**src/rtl/tt_pg_pkg.sv**
```systemverilog
// Shared definitions for the 1v8 power-gate sequencer: state encoding,
// default delay constants and small elaboration-time helpers.
package tt_pg_pkg;

  // State encoding (3 bits, 8 states)
  localparam logic [2:0] ST_OFF       = 3'd0;
  localparam logic [2:0] ST_SW_UP     = 3'd1;
  localparam logic [2:0] ST_SETTLE_UP = 3'd2;
  localparam logic [2:0] ST_ISO_REL   = 3'd3;
  localparam logic [2:0] ST_ON        = 3'd4;
  localparam logic [2:0] ST_DN_RST    = 3'd5;
  localparam logic [2:0] ST_DN_ISO    = 3'd6;
  localparam logic [2:0] ST_DN_WAIT   = 3'd7;

  typedef enum logic [2:0] {
    S_OFF       = ST_OFF,
    S_SW_UP     = ST_SW_UP,
    S_SETTLE_UP = ST_SETTLE_UP,
    S_ISO_REL   = ST_ISO_REL,
    S_ON        = ST_ON,
    S_DN_RST    = ST_DN_RST,
    S_DN_ISO    = ST_DN_ISO,
    S_DN_WAIT   = ST_DN_WAIT
  } pg_state_e;

  // Default delays, also used by the multiplexer controller
  localparam int DEF_N_SW       = 2;
  localparam int DEF_STAGE_DLY  = 16;
  localparam int DEF_SETTLE_DLY = 64;
  localparam int DEF_RST_DLY    = 4;

  function automatic int max3(input int a, input int b, input int c);
    int m;
    m = (a > b) ? a : b;
    return (m > c) ? m : c;
  endfunction

  // $clog2 with a floor of one bit so delays/counts of 1 still get a register
  function automatic int clog2_min1(input int v);
    return ($clog2(v) < 1) ? 1 : $clog2(v);
  endfunction

endpackage

```
**src/rtl/tt_pg_seq_timer.sv**
```systemverilog
// Loadable down-counter shared by every timed state of the sequencer.
// The zero flag is registered from the next count, so it reads as
// "count is zero" and is never asserted in the cycle after a non-zero load.
module tt_pg_seq_timer #(
  parameter int CW = 4
) (
  input  logic          clk,
  input  logic          rst,
  input  logic          load,
  input  logic [CW-1:0] load_val,
  output logic          zero
);

  logic [CW-1:0] r_cnt;
  logic          r_zero;
  logic [CW-1:0] w_cnt_next;

  // Next count: load wins, otherwise count down and hold at zero
  always_comb begin
    w_cnt_next = r_cnt;
    if (load) begin
      w_cnt_next = load_val;
    end else if (r_cnt != '0) begin
      w_cnt_next = r_cnt - 1'b1;
    end
  end

  // Count register and its registered zero flag
  always_ff @(posedge clk or posedge rst) begin
    if (rst) begin
      r_cnt  <= '0;
      r_zero <= 1'b0;
    end else begin
      r_cnt  <= w_cnt_next;
      r_zero <= (w_cnt_next == '0);
    end
  end

  assign zero = r_zero;

endmodule

```
**src/rtl/tt_pg_seq.sv**
```systemverilog
// Power-up/power-down sequencer for the gated 1v8 domain: staggers the
// switch-cell enables, then releases isolation and reset; reverses on the
// way down with a minimum rail-discharge time before the next power-up.
module tt_pg_seq
  import tt_pg_pkg::*;
#(
  parameter int N_SW       = DEF_N_SW,
  parameter int STAGE_DLY  = DEF_STAGE_DLY,
  parameter int SETTLE_DLY = DEF_SETTLE_DLY,
  parameter int RST_DLY    = DEF_RST_DLY
) (
  input  logic            clk,
  input  logic            rst,
  input  logic            req_on,
  output logic [N_SW-1:0] pg_ctrl,
  output logic            iso,
  output logic            usr_rst,
  output logic            on,
  output logic            busy
);

  localparam int CW = clog2_min1(max3(STAGE_DLY, SETTLE_DLY, RST_DLY));
  localparam int IW = clog2_min1(N_SW);

  localparam logic [CW-1:0] STAGE_LD  = CW'(STAGE_DLY - 1);
  localparam logic [CW-1:0] SETTLE_LD = CW'(SETTLE_DLY - 1);
  localparam logic [CW-1:0] RST_LD    = CW'(RST_DLY - 1);
  localparam logic [IW-1:0] IDX_LAST  = IW'(N_SW - 1);

  pg_state_e       r_state, w_state;
  logic [IW-1:0]   r_idx, w_idx;
  logic [N_SW-1:0] r_pg, w_pg;
  logic            r_iso, w_iso;
  logic            r_usr_rst, w_usr_rst;
  logic            r_on, w_on;
  logic            r_busy, w_busy;
  logic            w_load;
  logic [CW-1:0]   w_load_val;
  logic            w_zero;

  tt_pg_seq_timer #(.CW(CW)) u_timer (
    .clk      (clk),
    .rst      (rst),
    .load     (w_load),
    .load_val (w_load_val),
    .zero     (w_zero)
  );

  // Next state, next outputs and timer reloads; every timed state reloads on exit
  always_comb begin
    w_state    = r_state;
    w_idx      = r_idx;
    w_pg       = r_pg;
    w_iso      = r_iso;
    w_usr_rst  = r_usr_rst;
    w_on       = r_on;
    w_busy     = r_busy;
    w_load     = 1'b0;
    w_load_val = '0;
    case (r_state)
      S_OFF: begin
        if (req_on) begin
          w_state    = S_SW_UP;
          w_idx      = '0;
          w_pg[0]    = 1'b1;
          w_busy     = 1'b1;
          w_load     = 1'b1;
          w_load_val = STAGE_LD;
        end
      end
      S_SW_UP: begin
        if (w_zero) begin
          if (r_idx != IDX_LAST) begin
            w_idx       = r_idx + 1'b1;
            w_pg[w_idx] = 1'b1;
            w_load      = 1'b1;
            w_load_val  = STAGE_LD;
          end else begin
            w_state    = S_SETTLE_UP;
            w_load     = 1'b1;
            w_load_val = SETTLE_LD;
          end
        end
      end
      S_SETTLE_UP: begin
        if (w_zero) begin
          w_iso      = 1'b0;
          w_state    = S_ISO_REL;
          w_load     = 1'b1;
          w_load_val = RST_LD;
        end
      end
      S_ISO_REL: begin
        if (w_zero) begin
          w_usr_rst = 1'b0;
          w_on      = 1'b1;
          w_busy    = 1'b0;
          w_state   = S_ON;
        end
      end
      S_ON: begin
        if (!req_on) begin
          w_usr_rst  = 1'b1;
          w_on       = 1'b0;
          w_busy     = 1'b1;
          w_state    = S_DN_RST;
          w_load     = 1'b1;
          w_load_val = RST_LD;
        end
      end
      S_DN_RST: begin
        if (w_zero) begin
          w_iso      = 1'b1;
          w_state    = S_DN_ISO;
          w_load     = 1'b1;
          w_load_val = RST_LD;
        end
      end
      S_DN_ISO: begin
        if (w_zero) begin
          w_pg       = '0;
          w_state    = S_DN_WAIT;
          w_load     = 1'b1;
          w_load_val = SETTLE_LD;
        end
      end
      S_DN_WAIT: begin
        if (w_zero) begin
          w_busy  = 1'b0;
          w_state = S_OFF;
        end
      end
      default: begin
        w_state = S_OFF;
      end
    endcase
  end

  // State and output registers; reset drops the switches immediately
  always_ff @(posedge clk or posedge rst) begin
    if (rst) begin
      r_state   <= S_OFF;
      r_idx     <= '0;
      r_pg      <= '0;
      r_iso     <= 1'b1;
      r_usr_rst <= 1'b1;
      r_on      <= 1'b0;
      r_busy    <= 1'b0;
    end else begin
      r_state   <= w_state;
      r_idx     <= w_idx;
      r_pg      <= w_pg;
      r_iso     <= w_iso;
      r_usr_rst <= w_usr_rst;
      r_on      <= w_on;
      r_busy    <= w_busy;
    end
  end

  assign pg_ctrl = r_pg;
  assign iso     = r_iso;
  assign usr_rst = r_usr_rst;
  assign on      = r_on;
  assign busy    = r_busy;

endmodule
```
**config.mk**
```make
export PLATFORM = sky130hd
export DESIGN_NAME = tt_pg_seq
export DESIGN_NICKNAME = d
export VERILOG_FILES = /design/src/rtl/tt_pg_pkg.sv /design/src/rtl/tt_pg_seq_timer.sv /design/src/rtl/tt_pg_seq.sv
export SDC_FILE = /design/constraint.sdc
export NUM_CORES = 1
export LEC_CHECK = 0
export BUFFER_PORTS_ARGS = -buffer_cell sky130_fd_sc_hd__buf_2
export CORE_MARGIN = 4
export CORE_UTILIZATION = 50
export CTS_CLUSTER_DIAMETER = 40
export DETAILED_ROUTE_END_ITERATION = 10
export MAX_ROUTING_LAYER = met4
export PLACE_DENSITY_LB_ADDON = 0.05
export SETUP_SLACK_MARGIN = 0.15
export SYNTH_ARGS = -nofsm -noshare
export SYNTH_HDL_FRONTEND = slang
export SYNTH_SLANG_ARGS = --single-unit
```
**constraint.sdc**
```tcl
create_clock -name clk -period 2.35 [get_ports clk]
set_input_delay 0.1175 -clock clk [delete_from_list [all_inputs] [get_ports clk]]
set_output_delay 0.1175 -clock clk [all_outputs]
set_load 0.02 [all_outputs]
```
==> metrics.cfg <==
[power]
irDropWorstVdd_mv=0.6872
seqPwrFrac_pct=35.2
p_total_mw=1.567
switching_share_pct=45.80
p_sw_mw=0.7176
comb_power_share_pct=54.9
internal-power_mw=0.8493
p_leak_nw=0.5236
pwr-share-clk_pct=9.9
power_density_nw_per_um2=1320

[clock_network]
root_buffer=clkbuf_4
cts_buffers=3
clock_latency_ns=0.29
cts.sinks=17
cts.htree.levels=1
cts_tree=yes
path_clk_slew_ns=0.10
cts_max_path_buffers=2

[critical_path]
path_class=reg2reg
cp_top_family=compound AO/OA/AOI/OAI gates
path_buf_inv=1
required_ns=2.53
cp_cell_sequence=inv_1, ha_1, nor2b_1, a21oi_1, o22ai_1, a31oi_1, mux2_1
cp_slowest_cell=dfrtp_1
start_kind=flip-flop
cp_max_fo=5
crit_arrival_ns=2.09
cp-end-kind=flip-flop
max_stage_delay_ns=0.43

[sta]
fin_crit_sh_pct=81.55
final.setup.tns_ns=0
setup_viol=0
max_freq_mhz=521.8
tightestPinTransition_ns=0.6261
fin_crit_ns=1.917
skew_ns=0.004180
hold_ws_ns=0.2377
slew_headroom_pct=58.22
rsz0062_at_grt=no
finalMaxSlewViolations=0
hold_viol=0

[logic_synthesis]
synthDistinctLibCells=37
syn_area_sq_um=1102
synth_nets=130
ys_ff_latch=17
synth_seq_area_share_pct=38.82
synthArstFlopShare_pct=100.0
synthCells=120
synth_area_per_cell_sq_um=9.186
synth_area_leader_cell=dfrtp_1
synth_edf_count=0
synth_top_area_share_pct=34.05
synthFlopType=dfrtp_1
yosys-top-cells-area=dfrtp_1, ha_1, a21oi_1
synth_warnings=0

[floorplanning]
rows=16
die-width_um=54.96
ios=9
core-area_sq_um=2022
initial_core_util_pct=54.52
die_area_sq_um=3020
die_h_um=54.96

[routing]
avgRoutedWirePerCell_um=13.35
wl_met3_um=127
drtIter0Drc=19
highest_layer=met4
first_pass_iters=4
routed_wl_um=2070
route.detailed.drc=0
wl_met2_um=892
detail-route-antenna-nets=0
vias_per_cell=5.671
vias=879
wl_met1_um=1032

[global_routing]
grt_max_degree=18
grt_pass1_vias=775
grtUsageTotal_pct=17.14
grt.overflow.total=0
grt_pass1_wl_um=3553
antenna_found_initial=0

[cells_and_area]
drive_gt1_share_pct=16.41
syn2layout_area_growth_pct=7.719
antenna_cells=0
nets=139
fin_util_pct=58.73
n_fill_cell=181

[outcome]
status=complete, no violations

[placement]
place_hpwl_um=1563
place_congestion=0.8539
port_buffers=8

[hold_path]
min_path_type=in2reg

[flow_run]
maxCapViolations=0

==> cell families (layout without fill, tap and decap cells) <==
| family | Yosys count | count (layout) | synth area share [%] |
|---|---|---|---|
| XOR/XNOR | 4 | 4 | 3.178 |
| flip-flops | 17 | 17 | 38.82 |
| multiplexers | 4 | 4 | 3.746 |
| AND/OR/NAND/NOR | 32 | 32 | 16.91 |
| buffers and inverters | 18 | 26 | 7.037 |
| AO/OA/AOI/OAI | 38 | 38 | 22.36 |
| adder cells (fa/ha/maj) | 7 | 7 | 7.945 |
==> tightest hold or removal path: stages <==
cell and delay (ns):
buf_2 0.14, a31oi_1 0.15, o21ai_0 0.07
==> repair_timing <==
action | in CTS | in global routing
hold endpoints to repair | 15 | 0
gates resized for setup | 0 | 0
hold buffers | 1 | 0
setup buffers | 0 | 0
==> cell usage after synthesis (2+ instances only) <==
master     n
inv_1     12
nor2_1     8
ha_1       7
o21ai_1    2
buf_2      2
dfrtp_1   15
nand3_1    3
nor2b_1    2
nor3_1     2
o22ai_1    2
a31oi_1    5
o21ai_0    6
dfstp_2    2
clkbuf_1   3
a21oi_1   13
nand2_1   10
mux2i_1    3
xnor2_1    4
==> routing by layer <==
layer | track usage (%) | vias up
met3 | 5.630 | 2
li1 | - | 439
met2 | 23.82 | 17
met5 | - | -
met4 | 4.858 | 0
met1 | 23.71 | 421
==> registers in the layout, summed over array words and instances (netlist names) <==
signal	count
iso	1
r_idx	1
usr_rst	1
on	1
u_timer.zero	1
r_state	3
u_timer.r_cnt	6
busy	1
pg_ctrl	2
==> cell usage in the layout, fill, tap and decap left out, drive strengths merged <==
cell type    count
dfstp            2
o22ai            2
a21oi           13
nor3b            1
or4b             1
nor2b            2
mux2i            3
nor2             9
nand3            3
ha               7
a41o             1
a31oi            5
nor3             3
dlygate4sd3      1
o31ai            1
a22o             1
a221oi           1
o211a            1
o22a             1
nand2b           1
mux2             1
xnor2            4
o21ai            8
buf              9
a22oi            1
inv             12
nor4b            2
a211o            2
nand2           10
dfrtp           15
clkbuf           4
a31o             1
==> layout make-up <==
class / instances / area (sq um) / area share, %
Clock buffer: 4 / 26.28 / 2.213
Inverter: 12 / 45.04 / 3.793
Multi-Input combinational cell: 85 / 596.8 / 50.26
Sequential cell: 17 / 427.9 / 36.04
Tap cell: 27 / 33.78 / 2.845
Timing Repair Buffer: 10 / 57.56 / 4.847
==> through the flow <==
| stage | cells | setup slack [ns] | area, sq um |
|---|---|---|---|
| 2_1_floorplan | 120 | 0.5079 | 1102 |
| 3_3_place_gp | 150 | 0.4942 | 1151 |
| 3_5_place_dp | 150 | 0.4602 | 1151 |
| 4_1_cts | 155 | 0.4440 | 1187 |
| 5_1_grt | 155 | 0.3308 | 1187 |
| 6_report | 155 | 0.4335 | 1187 |
==> power groups by stage <==
stage	sequential, mW	clock, mW	combinational, mW
6_report	0.552	0.155	0.860
5_1_grt	0.576	0.180	0.967
4_1_cts	0.550	0.161	0.865
3_5_place_dp	0.558	0	0.860
3_3_place_gp	0.553	0	0.857
2_1_floorplan	0.522	0	0.722
==> path summary, 6_finish.rpt <==
kind                                 start                to  slack [ns]  depth (start not counted)
worst max register to register  r_state[0]        r_state[0]        0.43                          7
worst min-delay path                req_on        pg_ctrl[0]        0.24                          3
max in group asynchronous              rst        r_state[0]        1.50                          3
worst min register to register     usr_rst           usr_rst        0.49                          2
worst max-delay path            r_state[0]        r_state[0]        0.43                          7
min in group asynchronous              rst  u_timer.r_cnt[3]        0.44                          3
(Power assumes the default switching activity.)
